`config.mk`:
```
export PLATFORM = sky130hd
export DESIGN_NAME = gate_tester_fsm
export DESIGN_NICKNAME = d
export VERILOG_FILES = /design/src/rtl/gate_tester_pkg.sv /design/src/rtl/gate_tester_fsm_ref.sv /design/src/rtl/gate_tester_fsm.sv
export SDC_FILE = /design/constraint.sdc
export NUM_CORES = 1
export LEC_CHECK = 0
export ABC_AREA = 1
export BUFFER_PORTS_ARGS = -buffer_cell sky130_fd_sc_hd__buf_2
export CORE_MARGIN = 2
export CORE_UTILIZATION = 50
export CTS_CLUSTER_SIZE = 25
export DETAILED_ROUTE_END_ITERATION = 16
export PLACE_DENSITY_LB_ADDON = 0.1
export SLEW_MARGIN = 20
export SYNTH_ARGS = -nofsm -noshare
export SYNTH_HDL_FRONTEND = slang
export SYNTH_SLANG_ARGS = --single-unit
```
`constraint.sdc`:
```
create_clock -name clk_in -period 2.9 [get_ports clk_in]
set_input_delay 0.145 -clock clk_in [delete_from_list [all_inputs] [get_ports clk_in]]
set_output_delay 0.145 -clock clk_in [all_outputs]
set_load 0.01 [all_outputs]
```
`src/rtl/gate_tester_pkg.sv`:
```
// gate_tester_pkg: shared types and constants for the gate tester.
//   state_e       - sweep FSM states
//   GATE_*        - bit positions of each gate output within the 8-bit bus
//   NUM_VEC       - number of input vectors in a sweep ({a,b} = 0..3)
//   popcnt8()     - population count used by the optional error counter
package gate_tester_pkg;

  typedef enum logic [1:0] {
    ST_IDLE   = 2'd0,
    ST_SETTLE = 2'd1,
    ST_SAMPLE = 2'd2,
    ST_DONE   = 2'd3
  } state_e;

  localparam int GATE_AND  = 0;
  localparam int GATE_OR   = 1;
  localparam int GATE_XOR  = 2;
  localparam int GATE_ANOT = 3;
  localparam int GATE_BNOT = 4;
  localparam int GATE_NAND = 5;
  localparam int GATE_NOR  = 6;
  localparam int GATE_XNOR = 7;

  localparam int NUM_GATES = 8;
  localparam int NUM_VEC   = 4;

  function automatic logic [3:0] popcnt8(input logic [7:0] v);
    logic [3:0] s;
    s = '0;
    for (int i = 0; i < 8; i++) s = s + {3'b000, v[i]};
    return s;
  endfunction

endpackage

```
`src/rtl/gate_tester_fsm_ref.sv`:
```
// gate_ref_model: combinational golden model of the two-input gate unit.
//   a_i, b_i : gate unit inputs
//   exp_o    : expected 8-bit output, same packing as gate_in of the tester
module gate_ref_model
  import gate_tester_pkg::*;
(
  input  logic       a_i,
  input  logic       b_i,
  output logic [7:0] exp_o
);

  always_comb begin
    exp_o            = '0;
    exp_o[GATE_AND]  = a_i & b_i;
    exp_o[GATE_OR]   = a_i | b_i;
    exp_o[GATE_XOR]  = a_i ^ b_i;
    exp_o[GATE_ANOT] = ~a_i;
    exp_o[GATE_BNOT] = ~b_i;
    exp_o[GATE_NAND] = ~(a_i & b_i);
    exp_o[GATE_NOR]  = ~(a_i | b_i);
    exp_o[GATE_XNOR] = ~(a_i ^ b_i);
  end

endmodule

```
`src/rtl/gate_tester_fsm.sv`:
```
// gate_tester_fsm: sweeps the gate unit through {a,b} = 00,01,10,11, holds
// each vector SETTLE_CYCLES cycles, samples gate_in and compares it against
// gate_ref_model.
//   clk_in, rstn_in   - clock, synchronous active-low reset
//   start_in          - begin a sweep (only looked at in IDLE)
//   gate_in[7:0]      - gate unit outputs
//   a_out, b_out      - gate unit inputs
//   busy_out          - sweep in progress (start acceptance .. DONE left)
//   done_out          - one-cycle end-of-sweep pulse
//   pass_out          - last sweep had no mismatches
//   fault_map_out     - per-output sticky mismatch map
//   fail_vec_out      - per-vector mismatch map
//   err_cnt_out       - total mismatching bits (only with GATE_TESTER_ERRCNT_EN)
// SETTLE_CYCLES legal range is 1..15.
module gate_tester_fsm
  import gate_tester_pkg::*;
#(
  parameter int SETTLE_CYCLES = 2
) (
  input  logic       clk_in,
  input  logic       rstn_in,
  input  logic       start_in,
  input  logic [7:0] gate_in,
  output logic       a_out,
  output logic       b_out,
  output logic       busy_out,
  output logic       done_out,
  output logic       pass_out,
  output logic [7:0] fault_map_out,
  output logic [3:0] fail_vec_out
`ifdef GATE_TESTER_ERRCNT_EN
  ,
  output logic [5:0] err_cnt_out
`endif
);

  localparam logic [3:0] CNT_LAST = 4'(SETTLE_CYCLES - 1);
  localparam logic [1:0] VEC_LAST = 2'(NUM_VEC - 1);

  state_e     state_q, state_d;
  logic [1:0] vec_q, vec_d;
  logic [3:0] cnt_q, cnt_d;

  logic [1:0] ab_q, ab_d;
  logic       busy_q, busy_d;
  logic       done_q, done_d;
  logic       pass_q, pass_d;
  logic [7:0] fault_q, fault_d;
  logic [3:0] failv_q, failv_d;
  logic [5:0] err_q, err_d;

  logic [7:0] exp_vec;
  logic [7:0] diff;

  // vec_q equals the driven {a,b} whenever a sample is taken
  gate_ref_model u_ref (
    .a_i   (vec_q[1]),
    .b_i   (vec_q[0]),
    .exp_o (exp_vec)
  );

  assign diff = gate_in ^ exp_vec;

  // state register
  always_ff @(posedge clk_in) begin
    if (!rstn_in) begin
      state_q <= ST_IDLE;
      vec_q   <= '0;
      cnt_q   <= '0;
    end else begin
      state_q <= state_d;
      vec_q   <= vec_d;
      cnt_q   <= cnt_d;
    end
  end

  // next state
  always_comb begin
    state_d = state_q;
    vec_d   = vec_q;
    cnt_d   = cnt_q;
    case (state_q)
      ST_IDLE: begin
        if (start_in) begin
          state_d = ST_SETTLE;
          vec_d   = '0;
          cnt_d   = '0;
        end
      end
      ST_SETTLE: begin
        if (cnt_q == CNT_LAST) state_d = ST_SAMPLE;
        else                   cnt_d   = cnt_q + 4'd1;
      end
      ST_SAMPLE: begin
        if (vec_q == VEC_LAST) begin
          state_d = ST_DONE;
        end else begin
          state_d = ST_SETTLE;
          vec_d   = vec_q + 2'd1;
          cnt_d   = '0;
        end
      end
      ST_DONE: begin
        state_d = ST_IDLE;
        vec_d   = '0;
      end
      default: state_d = ST_IDLE;
    endcase
  end

  // output / result next values; everything lands in registers so no
  // input reaches an output combinationally
  always_comb begin
    ab_d    = (state_d == ST_SETTLE || state_d == ST_SAMPLE) ? vec_d : 2'b00;
    busy_d  = (state_d != ST_IDLE);
    done_d  = (state_q == ST_DONE);
    pass_d  = pass_q;
    fault_d = fault_q;
    failv_d = failv_q;
    err_d   = err_q;
    if (state_q == ST_IDLE && start_in) begin
      pass_d  = 1'b0;
      fault_d = '0;
      failv_d = '0;
      err_d   = '0;
    end
    if (state_q == ST_SAMPLE) begin
      fault_d        = fault_q | diff;
      failv_d[vec_q] = failv_q[vec_q] | (|diff);
      err_d          = err_q + {2'b00, popcnt8(diff)};
    end
    // fault_q already holds the last sample by the time DONE is reached
    if (state_q == ST_DONE) pass_d = (fault_q == 8'h00);
  end

  always_ff @(posedge clk_in) begin
    if (!rstn_in) begin
      ab_q    <= '0;
      busy_q  <= 1'b0;
      done_q  <= 1'b0;
      pass_q  <= 1'b0;
      fault_q <= '0;
      failv_q <= '0;
      err_q   <= '0;
    end else begin
      ab_q    <= ab_d;
      busy_q  <= busy_d;
      done_q  <= done_d;
      pass_q  <= pass_d;
      fault_q <= fault_d;
      failv_q <= failv_d;
      err_q   <= err_d;
    end
  end

  assign a_out         = ab_q[1];
  assign b_out         = ab_q[0];
  assign busy_out      = busy_q;
  assign done_out      = done_q;
  assign pass_out      = pass_q;
  assign fault_map_out = fault_q;
  assign fail_vec_out  = failv_q;

`ifdef GATE_TESTER_ERRCNT_EN
  assign err_cnt_out = err_q;
`else
  // counter unused in this build; tie off so it is optimised away
  logic err_unused;
  assign err_unused = ^err_q;
`endif

endmodule

```
==> results.toml, run 1 <==
[outcome]
run_status = "finished clean"

[logic_synthesis]
synth_edf_count = 0
synth_top_family_by_area = "simple AND/OR/NAND/NOR gates"
seq_area_frac_synth_pct = 37.2
synth_mux_area_share_pct = 0
postSynthAreaPerCell_sq_um = 6.93
syn_nets = 212
synthAdderAreaFrac_pct = 6.51
netlist_area_sq_mm = 0.00135
synthSimpleGateAreaFrac_pct = 33.5
synth-seq-cells = 25
synth_cells = 194
synthDistinctLibCells = 24
synth_compound_area_share_pct = 12.1
yosys_warnings = 0
async_flop_share_pct = 0
synth_flop_cell = "dfxtp_1"
synth_xor_area_share_pct = 0.651

[floorplanning]
dieArea_sq_mm = 0.00312
core-area_sq_mm = 0.00252
start_util_pct = 53.3
die_w_um = 55.9
rows = 18
fp.dieH_um = 55.9
ios = 28

[clock_network]
clock-sinks = 25
clk_latency_ns = 0.32
cts_max_level = 1
postCtsSetupBuffers = 0
clockRootBuffer = "clkbuf_4"
cts_hold_buf = 0
cts_tree = "yes"
cts_buffers = 3
ctsResizeCount = 0
clk_pin_slew_ns = 0.14
cts_buffer_depth = 2

[sta]
holdWs_ns = 0.0873
finalSetupViolCount = 0
worst-slew-pin-transition_ns = 0.630
hold_viol = 0
relSlewSlack_pct = 57.9
timing.setup.tns_ns = 0
clock_skew_ns = 0.00934
slew_viol_final = 0
post-route-period-util_pct = 59.2
period_minus_slack_ns = 1.72
fmax_mhz = 583
rsz0062_at_grt = "no"

[detailed_routing]
num_vias = 1289
wl_mm = 3.00
drtAntennaViolNets = 0
drc = 0
drt-initial-drc-count = 55
dr.pass1.iters = 4
avgViaCountPerCell = 5.12
routedWlPerCell_um = 11.9

[setup_path]
end_kind = "flop"
crit_type = "reg2reg"
timing.rr.start = "vec_q[0]"
crit_fanout = 6
critPathMaxStageDelay_ns = 0.47
cp.required_ns = 3.14
critPathLaunch = "vec_q[0]"
startpoint_type = "flop"
cpMostUsedCell = "nand2_1"
crit_chain = "inv_2 > ha_1 > inv_1 > nand2_1 > nand2_1 > nand2_1 > nor2_1 > nand3_1 > o21a_1"
arrival_ns = 1.95
slowest_stage = "dfxtp_1"

[finish]
drive_above_1_share_pct = 20.3
area_growth_pct = 13.8
nFillCells = 258
layout.nets = 241
antenna_cells = 0

[power]
p_leak_nw = 0.783
peakVddDrop_mv = 0.249
power_mw = 0.610
power.density_mw_per_mm2 = 399

[grt]
overflow = 0
antenna_found_initial = 0
track_usage_pct = 20.2
grt_max_degree = 21
grt_pass1_vias = 1235
grt_pass1_wl_mm = 5.14

[place]
place.gp.congestion = 0.867
numPortBuffers = 27
dp_hpwl_mm = 2.25

[hold_path]
hp-class = "in2reg"
worstHoldStart = "rstn_in"

[job]
drv_cap = 0
[final timing paths]
path                      endpoint  slack (ns)  cells past startpoint
hold reg to reg   fault_map_out[0]        0.50                      2
hold / removal            vec_q[1]        0.09                      3
setup reg to reg   fail_vec_out[3]        1.18                      9
setup / recovery   fail_vec_out[3]        1.18                      9
[per-layer routing]
metal | up-vias | share of wire [%] | GRT usage, %
met5 | - | 0 | 0
met4 | 0 | 1.6 | 11.2
met3 | 6 | 3.2 | 3.26
met2 | 28 | 49 | 34.5
met1 | 580 | 46 | 23.9
li1 | 675 | - | -
[cell usage after synthesis, drive strengths merged, types with 5 or more instances]
cell type / count / area (sq um)
nand3: 10 / 62.6
inv: 32 / 120
ha: 7 / 87.6
nor3: 7 / 35.0
nor2: 19 / 103
a21oi: 22 / 110
nand2: 55 / 219
dfxtp: 25 / 500
nand4: 5 / 31.3
[critical path, delay by kind of cell (launching register included)]
family                     cells  cell delay, ns
AOI/OAI and AO/OA              1            0.20
adders and majority gates      1            0.34
buffers and inverters          2            0.18
DFF                            1            0.47
and+or+nand+nor                5            0.43
[area by class of cell]
class	count	area, sq um	share of cell area, %
inverters	32	120	7.85
clock buffers	3	22.5	1.47
clock inverters	1	5.00	0.327
flip-flops and latches	25	500	32.7
repair buffers	27	135	8.83
well taps	30	37.5	2.45
multi-input cells	134	709	46.4
[cell families after synthesis]
| group | after synthesis |
|---|---|
| AO/OA/AOI/OAI | 30 |
| XOR/XNOR | 1 |
| adder cells (fa/ha/maj) | 7 |
| buffers and inverters | 35 |
| flip-flops | 25 |
| AND/OR/NAND/NOR | 96 |
[flip-flops by register name (all words and copies together), names as in the netlist]
name and cells:
cnt_q 4, ab_q 2, done_out 1, fault_map_out 8
busy_out 1, state_q 2, fail_vec_out 4, vec_q 2
pass_out 1
[cell usage in the layout, fill, tap and decap left out]
| cell | n |
|---|---|
| a211oi_1 | 2 |
| nand4_1 | 5 |
| nor2_8 | 1 |
| o21ai_1 | 1 |
| nand3_4 | 1 |
| nand3_1 | 9 |
| nor3_1 | 7 |
| nor2_1 | 16 |
| nand2_4 | 1 |
| clkbuf_4 | 3 |
| nand2_1 | 52 |
| buf_2 | 27 |
| ha_1 | 7 |
| o21ai_0 | 1 |
| dfxtp_1 | 25 |
| o22ai_1 | 2 |
| clkinv_2 | 1 |
| xnor2_1 | 1 |
| a21oi_1 | 22 |
| nand2_2 | 2 |
| inv_2 | 7 |
| o21a_1 | 1 |
| inv_1 | 25 |
| o211ai_1 | 1 |
| nor2_4 | 2 |
[power breakdown]
group	switching, mW	internal (mW)	leakage [nW]
registers	0.00876	0.352	0.202
clock network	0.106	0.0516	0.0177
logic	0.0592	0.0325	0.563
[through the flow]
step | cells | area, sq um | utilization, % | setup slack (ns)
floorplan | 194 | 1350 | - | 1.40
global placement | 248 | 1500 | 59.6 | 1.27
detailed placement | 248 | 1500 | 59.6 | 1.22
CTS | 252 | 1530 | 60.7 | 1.18
global route | 252 | 1530 | 60.7 | 1.01
finish | 252 | 1530 | 60.7 | 1.18
Note: power is estimated with default switching activity, not from simulation.
==> run 2: changes to the inputs <==
--- a/config.mk
+++ b/config.mk
@@ -5,7 +5,7 @@
 export SDC_FILE = /design/constraint.sdc
 export NUM_CORES = 1
 export LEC_CHECK = 0
-export ABC_AREA = 1
+export ABC_AREA = 0
 export BUFFER_PORTS_ARGS = -buffer_cell sky130_fd_sc_hd__buf_2
 export CORE_MARGIN = 2
 export CORE_UTILIZATION = 50
==> constraint.sdc (replaced) <==
create_clock -name clk_in -period 1.6 [get_ports clk_in]
set_input_delay 0.08 -clock clk_in [delete_from_list [all_inputs] [get_ports clk_in]]
set_output_delay 0.08 -clock clk_in [all_outputs]
set_load 0.01 [all_outputs]
==> run 2 against run 1 <==
  * Highest routed layer unchanged
  * Global-route usage is 0.11 points lower
  * Register-to-register slack worse by 1.3 ns
  * Flip-flop and latch count stayed put
  * The flow now finishes with violations (setup timing)
  * Final area is 2.0% higher
  * Sequential share of layout area is 0.25 points lower
  * Die area is 6.7% lower
  * Power is 79% higher
  * Routed wire length is 10% lower
  * Largest power group unchanged
  * Area after synthesis is 7.3% lower
  * Utilization is 4.1 points higher
  * Clock power is 87% higher
==> results.toml, run 2 <==
[logic_synthesis]
synthDistinctLibCells = 34
yosys_warnings = 0
synth_area_leaders = "dfxtp_1, nor2b_1, ha_1, nand2_1, xor2_1"
synth-seq-cells = 25
async_flop_share_pct = 0
syn_nets = 155
synth.top_cell.area_share_pct = 40.1
synth_top_area_cell = "dfxtp_1"
synth_cells = 137
postSynthAreaPerCell_sq_um = 9.11
synth_edf_count = 0
synth_most_common_cell = "dfxtp_1"
seq_area_frac_synth_pct = 40.1
synth_common_cells = "dfxtp_1, nor2b_1, nand2_1"
netlist_area_sq_mm = 0.00125
synth_flop_cell = "dfxtp_1"

[outcome]
failed_checks = "setup timing"
run_status = "complete, but fails checks"

[grt]
overflow = 0
antenna_found_initial = 0
grt_pass1_vias = 982
grt_max_degree = 26
grt_pass1_wl_mm = 4.20
track_usage_pct = 20.1

[sta]
clock_skew_ns = 0.00312
period_minus_slack_ns = 1.69
fmax_mhz = 590
finalSetupViolCount = 4
timing.setup.tns_ns = -0.346
worst_slack_ns = -0.0944
hold_viol = 0
relSlewSlack_pct = 74.3
post-route-period-util_pct = 106
slew_viol_final = 0
worst-slew-pin-transition_ns = 0.384
rsz0062_at_grt = "yes"

[clock_network]
clk_latency_ns = 0.32
cts_hold_buf = 0
clk_pin_slew_ns = 0.14
cts_max_level = 1
clockRootBuffer = "clkbuf_4"
cts_buffers = 3
cts_buffer_depth = 2
clock-sinks = 25
cts_tree = "yes"

[floorplanning]
fp.dieH_um = 54.0
start_util_pct = 51.8
die_w_um = 54.0
rows = 18
dieArea_sq_mm = 0.00291
ios = 28
core-area_sq_mm = 0.00241

[finish]
layout.nets = 192
final_cell_mix = "buf_2, dfxtp_1, nor2b_1"
largest_register_ffs = 8
register_area_sq_um = 507
area_growth_pct = 25.2
nFillCells = 217
drive_above_1_share_pct = 33.5
antenna_cells = 0
utilization_pct = 64.8
final_common_cell = "buf_2"
design_area_sq_mm = 0.00156
multi_input_area_sq_um = 734

[setup_path]
cp_top_family = "flip-flops"
crit_chain = "inv_4 > ha_4 > xor2_2 > and4_1 > nand4_1 > o311a_1"
crit_fanout = 4
arrival_ns = 1.92
end_kind = "flop"
startpoint_type = "flop"
slowest_stage = "dfxtp_4"
critPathMaxStageDelay_ns = 0.41
cp.required_ns = 1.82
crit_type = "reg2reg"
worst-path-buf-inv = 1

[power]
power_mw = 1.09
power.density_mw_per_mm2 = 701
p_leak_nw = 0.701
peakVddDrop_mv = 0.480

[hold_path]
hp-class = "in2reg"

[detailed_routing]
wl_mm = 2.69
routedWlPerCell_um = 13.2
avgViaCountPerCell = 5.45
drtAntennaViolNets = 0
drc = 0
num_vias = 1107
dr.pass1.iters = 4
drt-initial-drc-count = 7

[place]
dp_hpwl_mm = 2.01
dpl_cell_area_sq_mm = 0.00150
dp_slack_ns = -0.109
place.gp.congestion = 0.830
numPortBuffers = 27

[job]
drv_cap = 0
run 2: logic make-up after synthesis:
kind of cell             count (synthesis)  share of synthesized area [%]
buffers and inverters                   12                           4.51
multiplexers                             1                           1.81
AND/OR/NAND/NOR                         59                           25.6
AO/OA/AOI/OAI                           25                           15.3
adder cells (fa/ha/maj)                  7                           7.02
flip-flops                              25                           40.1
XOR/XNOR                                 8                           5.62
run 2: path summary, 6_finish.rpt:
path,startpoint,to,slack (ns),depth (start not counted)
max,vec_q[0],fail_vec_out[3],-0.09,6
min,rstn_in,cnt_q[1],0.16,2
max reg2reg,vec_q[0],fail_vec_out[3],-0.09,6
min reg2reg,pass_out,pass_out,0.50,2
run 2: per-stage QoR:
| stage | instances | hold WS [ns] |
|---|---|---|
| finish | 203 | 0.162 |
| global route | 203 | 0.177 |
| CTS | 203 | 0.166 |
| floorplan | 137 | 0.233 |
| global placement | 198 | 0.460 |
| detailed placement | 198 | 0.471 |
run 2: power breakdown:
| group | switching (mW) | internal (mW) | leakage, nW |
|---|---|---|---|
| clock | 0.198 | 0.0972 | 0.0183 |
| combinational | 0.0772 | 0.0780 | 0.479 |
| sequential | 0.0119 | 0.633 | 0.204 |
| total | 0.287 | 0.808 | 0.701 |
run 2: final cells by class:
| class | instances | share of cell area, % |
|---|---|---|
| clock buffer | 3 | 1.44 |
| clock inverter | 1 | 0.401 |
| inverter | 3 | 0.881 |
| multi-input combinational | 100 | 47.0 |
| sequential | 25 | 32.5 |
| tap | 30 | 2.40 |
| timing repair buffer | 41 | 15.4 |
run 2: timing repair:
action                     in CTS  in global routing
setup endpoints to repair       4                  6
hold endpoints to repair        0                  0
setup buffers                   1                  0
gates resized for setup         1                  5
pin swaps                       1                  0
run 2: routing by layer:
layer  track usage (%)  up-vias  part of all wire, %
met2              34.6       22                   49
met4              8.97        0                  1.2
met1              24.6      530                   46
met5                 0        -                    0
met3              2.78        4                  3.4
li1                  -      551                    -
run 2: worst reg2reg max path, stage by stage, from the launching register on:
cell,delay (ns)
dfxtp_4,0.41
inv_4,0.05
ha_4,0.28
xor2_2,0.16
and4_1,0.21
nand4_1,0.16
o311a_1,0.34
==> run 3: changes to the inputs <==
--- a/config.mk
+++ b/config.mk
@@ -7,8 +7,8 @@
 export LEC_CHECK = 0
 export ABC_AREA = 0
 export BUFFER_PORTS_ARGS = -buffer_cell sky130_fd_sc_hd__buf_2
-export CORE_MARGIN = 2
-export CORE_UTILIZATION = 50
+export CORE_MARGIN = 5
+export CORE_UTILIZATION = 52
 export CTS_CLUSTER_SIZE = 25
 export DETAILED_ROUTE_END_ITERATION = 16
 export PLACE_DENSITY_LB_ADDON = 0.1
==> run 3 against run 2 <==
  * The run still ends with setup timing left
  * Combinational power rose by 9%
  * Sequential share of layout area fell by 0.75 points
  * First-iteration DRC count rose to 3.9 times the previous value
  * Count of clock-buffer cells in the layout did not move
  * Clock skew fell by 0.00092 ns
  * Via count fell by 0.81%
  * Sequential power barely moved
  * Register-to-register slack improved by 0.02 ns
  * Final cell count rose by 0.99%
  * Die area rose by 20%
  * Worst hold slack got worse by 0.0065 ns
  * Critical path depth did not move
  * Critical path type unchanged
  * Largest power group unchanged
==> results.toml, run 3 (synthesis gave the netlist of run 2 again) <==
[sta]
fmax_mhz = 596
period_minus_slack_ns = 1.68
slew_viol_final = 0
relSlewSlack_pct = 75.0
hold_viol = 0
rsz0062_at_grt = "yes"
finalSetupViolCount = 4
post-route-period-util_pct = 105
worst_slack_ns = -0.0772
worst-slew-pin-transition_ns = 0.376
clock_skew_ns = 0.00220

[power]
power.density_mw_per_mm2 = 692
peakVddDrop_mv = 0.501
p_leak_nw = 0.724

[grt]
track_usage_pct = 18.1
grt_max_degree = 26
overflow = 0
grt_pass1_wl_mm = 4.94
grt_pass1_vias = 1103
antenna_found_initial = 0

[finish]
nFillCells = 195
final_cell_mix = "buf_2, dfxtp_1, buf_4"
final_common_cell = "buf_2"
antenna_cells = 0
area_growth_pct = 28.8
design_area_sq_mm = 0.00161
drive_above_1_share_pct = 35.6
largest_register_ffs = 8
stdcell_count = 205
layout.nets = 196

[hold_path]
hp-class = "in2reg"

[detailed_routing]
routedWlPerCell_um = 14.4
wl_mm = 2.95
num_vias = 1098
dr.pass1.iters = 4
avgViaCountPerCell = 5.36
drtAntennaViolNets = 0
drc = 0
drt-initial-drc-count = 27

[place]
dp.cells = 198
dp_slack_ns = -0.138
dp_hpwl_mm = 2.30
numPortBuffers = 27
place.gp.congestion = 0.841
dpl_cell_area_sq_mm = 0.00151

[floorplanning]
fp.dieH_um = 59.0
dieArea_sq_mm = 0.00348
die_w_um = 59.0
core-area_sq_mm = 0.00225
rows = 17
ios = 28
start_util_pct = 55.3

[setup_path]
arrival_ns = 1.90
slowest_stage = "dfxtp_4"
critPathMaxStageDelay_ns = 0.40
crit_type = "reg2reg"
cp.required_ns = 1.82
crit_chain = "inv_4 > ha_4 > xor2_2 > and4_1 > nand4_1 > o311a_1"
startpoint_type = "flop"
end_kind = "flop"
crit_fanout = 4

[clock_network]
clockRootBuffer = "clkbuf_4"
cts_buffer_depth = 2
clk_latency_ns = 0.32
cts_buffers = 3
clk_pin_slew_ns = 0.15
clock-sinks = 25
cts_max_level = 1
cts_tree = "yes"

[outcome]
run_status = "complete, but fails checks"
failed_checks = "setup timing"

[job]
drv_cap = 0
## run 3: critical path: cells and delay by family, from the launching register on
family	cells	cell delay (ns)
buffers and inverters	1	0.04
DFF	1	0.40
AOI/OAI and AO/OA	1	0.35
and+or+nand+nor	2	0.35
adders and majority gates	1	0.28
xor gates and xnor gates	1	0.15
## run 3: cell type report
| type | count | area (sq um) | share of cell area, % |
|---|---|---|---|
| Clock inverter | 1 | 6.26 | 0.389 |
| Timing Repair Buffer | 45 | 270 | 16.8 |
| Sequential cell | 25 | 509 | 31.7 |
| Inverter | 3 | 16.3 | 1.01 |
| Multi-Input combinational cell | 100 | 747 | 46.5 |
| Clock buffer | 3 | 22.5 | 1.40 |
| Tap cell | 28 | 35.0 | 2.18 |
## run 3: path summary, 6_finish.rpt
| path | startpoint | to | slack (ns) | depth (start not counted) |
|---|---|---|---|---|
| worst max-delay path | vec_q[1] | fail_vec_out[1] | -0.08 | 6 |
| worst min-delay path | gate_in[1] | fault_map_out[1] | 0.16 | 4 |
| worst max register to register | vec_q[1] | fail_vec_out[1] | -0.08 | 6 |
| worst min register to register | pass_out | pass_out | 0.49 | 2 |
## run 3: metrics by stage
step                TNS [ns]  power [mW]  util [%]  hold slack, ns
floorplan            -0.0268       0.753         -           0.233
global placement     -0.0713       0.801      66.9           0.458
detailed placement    -0.378       0.806      66.9           0.480
CTS                   -0.285        1.10      68.8           0.158
global route          -0.484        1.18      71.3           0.161
finish                -0.260        1.11      71.3           0.155
## run 3: layer usage
metal  wire (um)  global-route usage, %  up-vias
met5           0                      0        -
met4          36                   5.18        0
met3         141                   3.05        4
met2        1500                   31.7       30
met1        1270                   22.6      508
li1            -                      -      556
## run 3: repair_timing
| action | CTS | global route |
|---|---|---|
| pin swaps | 1 | 2 |
| endpoints found under the setup margin | 4 | 7 |
| hold endpoints to repair | 0 | 0 |
| hold buffers | 0 | 0 |
| gates resized for setup | 1 | 8 |
| buffers inserted | 1 | 2 |
## run 3: power breakdown
part / total [mW] / internal (mW) / switching, mW
sequential: 0.642 / 0.631 / 0.0108
clock: 0.300 / 0.0973 / 0.203
combinational: 0.169 / 0.0864 / 0.0830
total: 1.11 / 0.815 / 0.297
